### config.mk
export PLATFORM = sky130hd
export DESIGN_NAME = sdf_r2_stage
export DESIGN_NICKNAME = d
export VERILOG_FILES = /design/src/rtl/sdf_r2_stage.sv
export SDC_FILE = /design/constraint.sdc
export NUM_CORES = 2
export LEC_CHECK = 0
export BUFFER_PORTS_ARGS = -buffer_cell sky130_fd_sc_hd__buf_2
export CORE_UTILIZATION = 45
export DETAILED_ROUTE_END_ITERATION = 10
export SLEW_MARGIN = 20
export SYNTH_ARGS = -nofsm -noshare
export SYNTH_HDL_FRONTEND = slang
export SYNTH_SLANG_ARGS = --single-unit
### constraint.sdc
create_clock -name clk -period 7.3 [get_ports clk]
set_input_delay 1.46 -clock clk [delete_from_list [all_inputs] [get_ports clk]]
set_output_delay 1.46 -clock clk [all_outputs]
set_load 0.02 [all_outputs]
### src/rtl/sdf_r2_stage.sv
// Radix-2 SDF DIF butterfly stage: buffers half a frame, then emits (a+b)/2 and, one frame later, (a-b)/2.
// Latency: one cycle from the accepting in_valid edge to out_valid; DRAIN emits one difference per cycle.
// Backpressure: none downstream; in_valid gaps stall the stage without loss. SDF_ROUND_EN selects round-half-up halving.
module sdf_r2_stage #(
  parameter int DW    = 16,
  parameter int DEPTH = 64,
  parameter int CNT_W = 7
) (
  input  logic             clk,
  input  logic             rst,
  input  logic             start,
  input  logic             flush,
  input  logic             in_valid,
  input  logic [DW-1:0]    in_re,
  input  logic [DW-1:0]    in_im,
  output logic             out_valid,
  output logic [DW-1:0]    out_re,
  output logic [DW-1:0]    out_im,
  output logic             out_half,
  output logic [CNT_W-1:0] out_idx,
  output logic             busy
);

  localparam int PW = (DEPTH > 1) ? $clog2(DEPTH) : 1;
  localparam logic [CNT_W-1:0] LAST = CNT_W'(DEPTH - 1);

  // Clamp bounds for the halved result; only the rounded a-b corner can exceed MAXV.
  localparam logic signed [DW+1:0] MAXV = {3'b000, {(DW-1){1'b1}}};
  localparam logic signed [DW+1:0] MINV = {3'b111, {(DW-1){1'b0}}};
  localparam logic signed [DW+1:0] RND  = {{(DW+1){1'b0}}, 1'b1};

  typedef enum logic [1:0] {
    IDLE  = 2'd0,
    FILL  = 2'd1,
    BFLY  = 2'd2,
    DRAIN = 2'd3
  } state_t;

  state_t           state, state_nxt;
  logic [CNT_W-1:0] cnt, cnt_nxt;
  logic             pending, pending_nxt;

  // Delay line holds {re, im}; the sample counter doubles as the circular pointer
  // because every frame half starts at slot 0.
  logic [2*DW-1:0]  dly_mem [DEPTH];
  logic [PW-1:0]    ptr;
  logic [DW-1:0]    a_re, a_im;

  logic             wr_en;
  logic [2*DW-1:0]  wr_dat;
  logic             emit;
  logic             emit_half;
  logic [DW-1:0]    emit_re, emit_im;

  logic [DW-1:0]    sum_re, sum_im, dif_re, dif_im;

  assign ptr          = cnt[PW-1:0];
  assign {a_re, a_im} = dly_mem[ptr];
  assign busy         = (state != IDLE);

  function automatic logic signed [DW+1:0] sext(input logic [DW-1:0] v);
    return {{2{v[DW-1]}}, v};
  endfunction

  // Halve a widened sum/difference back to DW bits; two guard bits keep the
  // optional rounding increment from wrapping.
  function automatic logic [DW-1:0] halve(input logic signed [DW+1:0] v);
    logic signed [DW+1:0] t;
    logic [DW-1:0]        r;
`ifdef SDF_ROUND_EN
    t = (v + RND) >>> 1;
`else
    t = v >>> 1;
`endif
    if (t > MAXV)
      r = MAXV[DW-1:0];
    else if (t < MINV)
      r = MINV[DW-1:0];
    else
      r = t[DW-1:0];
    return r;
  endfunction

  // Butterfly datapath: a is the buffered first-half sample, b the live input.
  always_comb begin
    sum_re = halve(sext(a_re) + sext(in_re));
    sum_im = halve(sext(a_im) + sext(in_im));
    dif_re = halve(sext(a_re) - sext(in_re));
    dif_im = halve(sext(a_im) - sext(in_im));
  end

  // Next-state, counter, delay-write and emission decisions.
  always_comb begin
    state_nxt   = state;
    cnt_nxt     = cnt;
    pending_nxt = pending;
    wr_en       = 1'b0;
    wr_dat      = {in_re, in_im};
    emit        = 1'b0;
    emit_half   = 1'b0;
    emit_re     = a_re;
    emit_im     = a_im;

    case (state)
      IDLE: begin
        if (start) begin
          state_nxt   = FILL;
          cnt_nxt     = '0;
          pending_nxt = 1'b0;
        end
      end

      FILL: begin
        if (pending && (cnt == '0) && flush) begin
          // Stream ends: flush takes priority and any coincident sample is dropped.
          state_nxt = DRAIN;
        end else if (in_valid) begin
          wr_en = 1'b1;
          if (pending) begin
            // Previous frame's difference leaves as the new sample takes its slot.
            emit      = 1'b1;
            emit_half = 1'b1;
          end
          if (cnt == LAST) begin
            state_nxt   = BFLY;
            cnt_nxt     = '0;
            pending_nxt = 1'b0;
          end else begin
            cnt_nxt = cnt + CNT_W'(1);
          end
        end
      end

      BFLY: begin
        if (in_valid) begin
          wr_en     = 1'b1;
          wr_dat    = {dif_re, dif_im};
          emit      = 1'b1;
          emit_half = 1'b0;
          emit_re   = sum_re;
          emit_im   = sum_im;
          if (cnt == LAST) begin
            state_nxt   = FILL;
            cnt_nxt     = '0;
            pending_nxt = 1'b1;
          end else begin
            cnt_nxt = cnt + CNT_W'(1);
          end
        end
      end

      DRAIN: begin
        emit      = 1'b1;
        emit_half = 1'b1;
        if (cnt == LAST) begin
          state_nxt   = IDLE;
          cnt_nxt     = '0;
          pending_nxt = 1'b0;
        end else begin
          cnt_nxt = cnt + CNT_W'(1);
        end
      end

      default: begin
        state_nxt   = IDLE;
        cnt_nxt     = '0;
        pending_nxt = 1'b0;
      end
    endcase
  end

  // Control state register.
  always_ff @(posedge clk or posedge rst) begin
    if (rst) begin
      state   <= IDLE;
      cnt     <= '0;
      pending <= 1'b0;
    end else begin
      state   <= state_nxt;
      cnt     <= cnt_nxt;
      pending <= pending_nxt;
    end
  end

  // Delay-line write; contents are don't-care after reset.
  always_ff @(posedge clk) begin
    if (wr_en)
      dly_mem[ptr] <= wr_dat;
  end

  // Registered outputs; data fields hold their last value when nothing is emitted.
  always_ff @(posedge clk or posedge rst) begin
    if (rst) begin
      out_valid <= 1'b0;
      out_re    <= '0;
      out_im    <= '0;
      out_half  <= 1'b0;
      out_idx   <= '0;
    end else begin
      out_valid <= emit;
      if (emit) begin
        out_re   <= emit_re;
        out_im   <= emit_im;
        out_half <= emit_half;
        out_idx  <= cnt;
      end
    end
  end

endmodule

# Yosys cells after proc, flatten, opt, wreduce, memory -nomap -nowiden
# Memories as Yosys holds them, arrays and structs flattened.
# Index checks and enable logic that the tools add are counted.
# word_totals
ramBits,2048
rom_bits,0
mem_count,1
word_cells,86
inputBits,37
regBits,51
out_inout_bits,42
latch_bits,0
# op_classes
eq_ne,12
n_reduce_logical,8
n_div,0
mux,44
n_bitwise,0
mul,0
n_shift,0
n_lt_le_gt_ge,8
addsub,5
# mem_list
name,depth,width,read_ports,rd_clocked_by_memory_dff,wr,line_no,source
dly_mem,64,32,1,0,1,45,logic [2*DW-1:0] dly_mem [DEPTH];
# op_table
op,n
$mux 16,12
$gt 16x16->1 const B,4
$lt 16x16->1 const B,4
$mux 32,2
$add 16x16->17,2
$sub 16x16->17,2
$mux 7,4
$pmux 7 s4,1
$mux 2,7
$mux 1,13
$ne 2x2->1 const B,6
$pmux 2 s4,1
$add 7x1->7 const B,1
$eq 7x6->1 const B,1
$logic_not 7->1,1
$ne 3x3->1 const B,2
$reduce_and 6->1,1
$reduce_and 5->1,1
$eq 2x2->1 const B,2
$pmux 1 s2,2
$pmux 1 s4,1
$pmux 1 s3,1
$eq 2x1->1 const B,1
$logic_and 1x1->1,2
3 further kinds,3

# Logic depth before layout (Yosys ltp)
# depth
ltp_word,7
mapped_depth,26
depth_no_buf,21

# Worst setup path after synthesis
# No wires, ideal clock.
# synth_timing
kind,register -> register
startpoint,register cnt[2]
endpoint,"memory dly_mem[0][15] (netlist bit), data pin"
setup_time_ns,0.701
period_less_slack_ns,7.988
path_stages_with_launch,25
setup_slack_ns,-0.688
required_ns,6.599
path_buffers,5
arrival_ns,7.287
path_cell_list,dfrtp_1 > buf_2 > buf_1 > clkbuf_1 > nor2_1 > clkbuf_1 > clkbuf_1 > a22o_1 > a221oi_1 > nand3_1 > a21oi_1 > nand4_1 > fa_1 > a21o_1 > a21oi_1 > o21bai_1 > a21oi_1 > o21bai_1 > a221oi_1 > a21oi_1 > o21ai_0 > nand2b_1 > a211oi_1 > mux2i_1 > o21ai_0
# synth_between
elab_chain_cells,7
elab_cells_between_ends,8
classes_between,add/sub (1); order compare (2); mux (4); memory (1)
# synth_lines
item,line_no,source
start: declaration,40,"logic [CNT_W-1:0] cnt, cnt_nxt;"
start signal: assignment,180,cnt <= cnt_nxt;
$mem_v2 64x32 (*),n/a,
$sub 16x16->17 (*),89,dif_im = halve(sext(a_im) - sext(in_im));
$lt 16x16->1,77,else if (t < MINV)
$mux 16,77,
$mux 16 (*),75,if (t > MAXV)
$mux 32 (*),135,if (in_valid) begin
$mux 32 (*),104,case (state)
named net wr_dat[15],50,logic [2*DW-1:0] wr_dat;
end: declaration,45,
# Mark *: on every way through the listed nets, which the timed path passes. The rest lies on a longest branch.

# Worst setup path in the final report
# layout_timing
startpoint,register cnt[1]
endpoint,"memory dly_mem[10][13] (netlist bit), data pin"
# Same word-level chain as after synthesis.

==> qor.log <==
[outcome] status complete, no violations
[timing] Hold Violations, Final 0
[setup_path] startpoint type of the worst setup path register
[setup_path] biggest fanout along the worst timing path 64
[detailed_routing] mean routed wirelength per cell 36.5 um
[floorplanning] row count 153
[yosys] average footprint of a synthesized cell 17.2 um2
[global_routing] vias in the first global route 46600
[timing] Total Neg Setup Slack 0 ps
[setup_path] critical path data required time 7840 ps
[layout] Util after Layout 0.524
[timing] smallest setup slack after layout 176 ps
[clock_network] clock root buffer master clkbuf_16
[layout] Area Growth Syn to Fin 15.3%
[clock_network] post-CTS resize count 0
[clock_network] clock input transition at the sequential cells of the worst setup and hold paths 60 ps
[setup_path] worst r2r path cells 19
[detailed_routing] first-pass detailed-route iteration total 6
[yosys] number of storage elements in the synthesis netlist 2099
[detailed_routing] vias after detailed routing 49400
[yosys] cell type with the largest total area after synthesis edfxtp_1
[setup_path] reg-to-reg slack, setup 180 ps
[yosys] Cell Area, Synth 79400 um2
[detailed_routing] detailed router's first-iteration violation count 7986
[detailed_routing] remaining design rule violation count 0
[yosys] asr flop ratio synth 0.0243
[clock_network] buffers from clock root to sink, at most 3
[clock_network] later-pin clock latency in the skew report 860 ps
[clock_network] number of levels the H-tree was split into 4
[global_routing] GRT Resource Usage Total 0.299
[clock_network] count of hold-fix buffers inserted at cts 0
[yosys] top cells by instance count after synthesis edfxtp_1, a22oi_1, clkbuf_1, a21oi_1, nor2_1
[yosys] count of distinct cell types in the synthesized netlist 73
[clock_network] clock tree from TritonCTS built
[yosys] total nets after synthesis 4726
[yosys] yosys synthesis warning count 0
[placement] I/O Buffers 78
[timing] number of pins exceeding their max-slew limit in the final report 0
[timing] Tmin final 7120 ps
[floorplanning] area of the core 175000 um2
[floorplanning] initial core utilization 0.455
[power] pwr dens 349 nW/um2
[floorplanning] Total Die Area 178000 um2
[flow_run] number of maximum-capacitance constraint violations 0
[placement] HPWL after detailed placement 162000 um
[setup_path] category of the critical setup timing path register to register
[layout] nets 5021
[timing] Least-Margin Pin Slew 1190 ps
[yosys] Gate Count Post-Synth 4619
[floorplanning] Die Span Y 422 um
[timing] setup skew after layout 46.6 ps
[clock_network] number of buffers added by the clock tree synthesis step 199
[detailed_routing] Detail Route Antenna Nets 0
[placement] placer's final routability congestion estimate 0.886
[global_routing] GRT overflow 0
[global_routing] number of antenna violations at the first check in global routing 9
[setup_path] Setup crit end kind register
[yosys] sequential-to-total area share from yosys stat 0.791
[yosys] EDFF count, synth 2048
[detailed_routing] vias per inst 6.69
[setup_path] WP data arrival 7670 ps
[layout] share of final-layout standard cells stronger than drive strength 1 0.155
[timing] Rel. slew slack 0.206
[timing] final worst path period share 0.976
[yosys] share of Yosys cell area claimed by the top area cell type 0.774
[floorplanning] number of placed I/O pins 79
[clock_network] TritonCTS sink count 2099
[detailed_routing] routed wire length 270000 um
[timing] setup violation total in the final timing report 0
[worst_hold_path] worst hold-check path type primary input to async pin
[global_routing] first-pass GRT wire length 374000 um
[floorplanning] horizontal extent of the die 422 um
[power] Final Total Pwr 32000 uW
[yosys] most instantiated flip-flop cell in the synthesis netlist edfxtp_1
[placement] Setup Slack @ Placement 254 ps
[yosys] count leader, synth edfxtp_1
[yosys] cell types with the largest area share after synthesis edfxtp_1, a22oi_1, dfrtp_1
[power] leakage dissipation 0.0289 uW
[timing] unrepaired setup endpoints after global routing no
[timing] highest achievable clock rate 0.140 GHz
[timing] worst hold slack 443 ps
[global_routing] largest net degree at the start of global routing 75
[power] worst voltage drop across the vdd grid 0.000233 V
layer usage:
| layer | share of wire | global-route usage | routed length (um) |
|---|---|---|---|
| met5 | 0 | 0 | 0 |
| met3 | 0.12 | 0.0661 | 33300 |
| met2 | 0.46 | 0.462 | 123000 |
| met4 | 0.041 | 0.116 | 11200 |
| met1 | 0.38 | 0.414 | 102000 |
what timing repair did:
item                                   CTS  global route
endpoints found under the hold margin    0             0
buffers inserted                         0             2
setup endpoints to repair                0           128
layout make-up:
type	instances	area, um2
fill	13900	83000
sequential	2099	62800
multi-input combinational	2145	16100
clock buffer	255	5250
timing repair buffer	390	3330
tap	2325	2910
clock inverter	98	897
inverter	79	297
antenna	5	12.5
placed cells by master, fill, tap and decap left out, drive strengths merged, types with 88 or more instances in the layout:
cell type and instances:
nand2 128, a31oi 96, clkbuf 255, nand4 95, buf 390, edfxtp 2048, nor2 139, a22oi 749
o21ai 88, a21oi 160, a22o 115, a221oi 126
report_power, final:
group | switching (uW) | total [uW] | leakage, uW | internal, uW
registers | 57.8 | 13400 | 0.0191 | 13300
clock network | 4410 | 9990 | 0.00299 | 5580
logic | 5770 | 8590 | 0.00675 | 2820
registers in the layout, indices dropped and copies added (netlist names):
| signal | cells |
|---|---|
| dly_mem | 2048 |
| out_half | 1 |
| cnt | 7 |
| state | 2 |
| out_im | 16 |
| out_valid | 1 |
| out_re | 16 |
| pending | 1 |
| out_idx | 7 |
worst max-delay path, cell delays in order (launching register included):
cell,delay [ps]
dfrtp_1,550
nand2b_1,390
nor2_4,280
buf_12,270
buf_4,240
a22o_1,190
a221oi_1,350
a31oi_1,270
nor4_1,720
nand3_1,550
ha_1,590
nand2_1,140
nor2_1,50
a221oi_1,510
a21oi_1,220
o21ai_0,210
nand2b_1,190
xnor2_1,200
o21ai_4,200
buf_4,550
per-stage QoR:
stage / cell area, um2 / cells
2_1_floorplan: 79400 / 4619
3_3_place_gp: 85300 / 7031
3_5_place_dp: 85400 / 7035
4_1_cts: 91500 / 7388
5_1_grt: 91600 / 7392
6_report: 91600 / 7396
cells by family (layout without fill, tap and decap cells):
kind of cell,count (synthesis),count (layout),synth area share
buffers and inverters,375,822,0.0186
muxes,29,29,0.00637
DFF,2099,2099,0.791
and+or+nand+nor,524,524,0.0326
adders and majority gates,70,70,0.0114
AOI/OAI and AO/OA,1484,1484,0.136
other,0,5,0
xor gates and xnor gates,38,38,0.00419
path summary, 6_finish.rpt:
| check | start | endpoint |
|---|---|---|
| min in group clk | out_im[3]$_DFFE_PP0P_ | out_im[3]$_DFFE_PP0P_ |
| setup reg to reg | cnt[1]$_DFFE_PP0P_ | dly_mem[10][13]$_DFFE_PP_ |
| max in group asynchronous | rst | cnt[0]$_DFFE_PP0P_ |
| hold / removal | rst | out_idx[6]$_DFFE_PP0P_ |
| setup / recovery | cnt[1]$_DFFE_PP0P_ | dly_mem[10][13]$_DFFE_PP_ |
| hold reg to reg | out_im[3]$_DFFE_PP0P_ | out_im[3]$_DFFE_PP0P_ |
(Power assumes the default switching activity.)
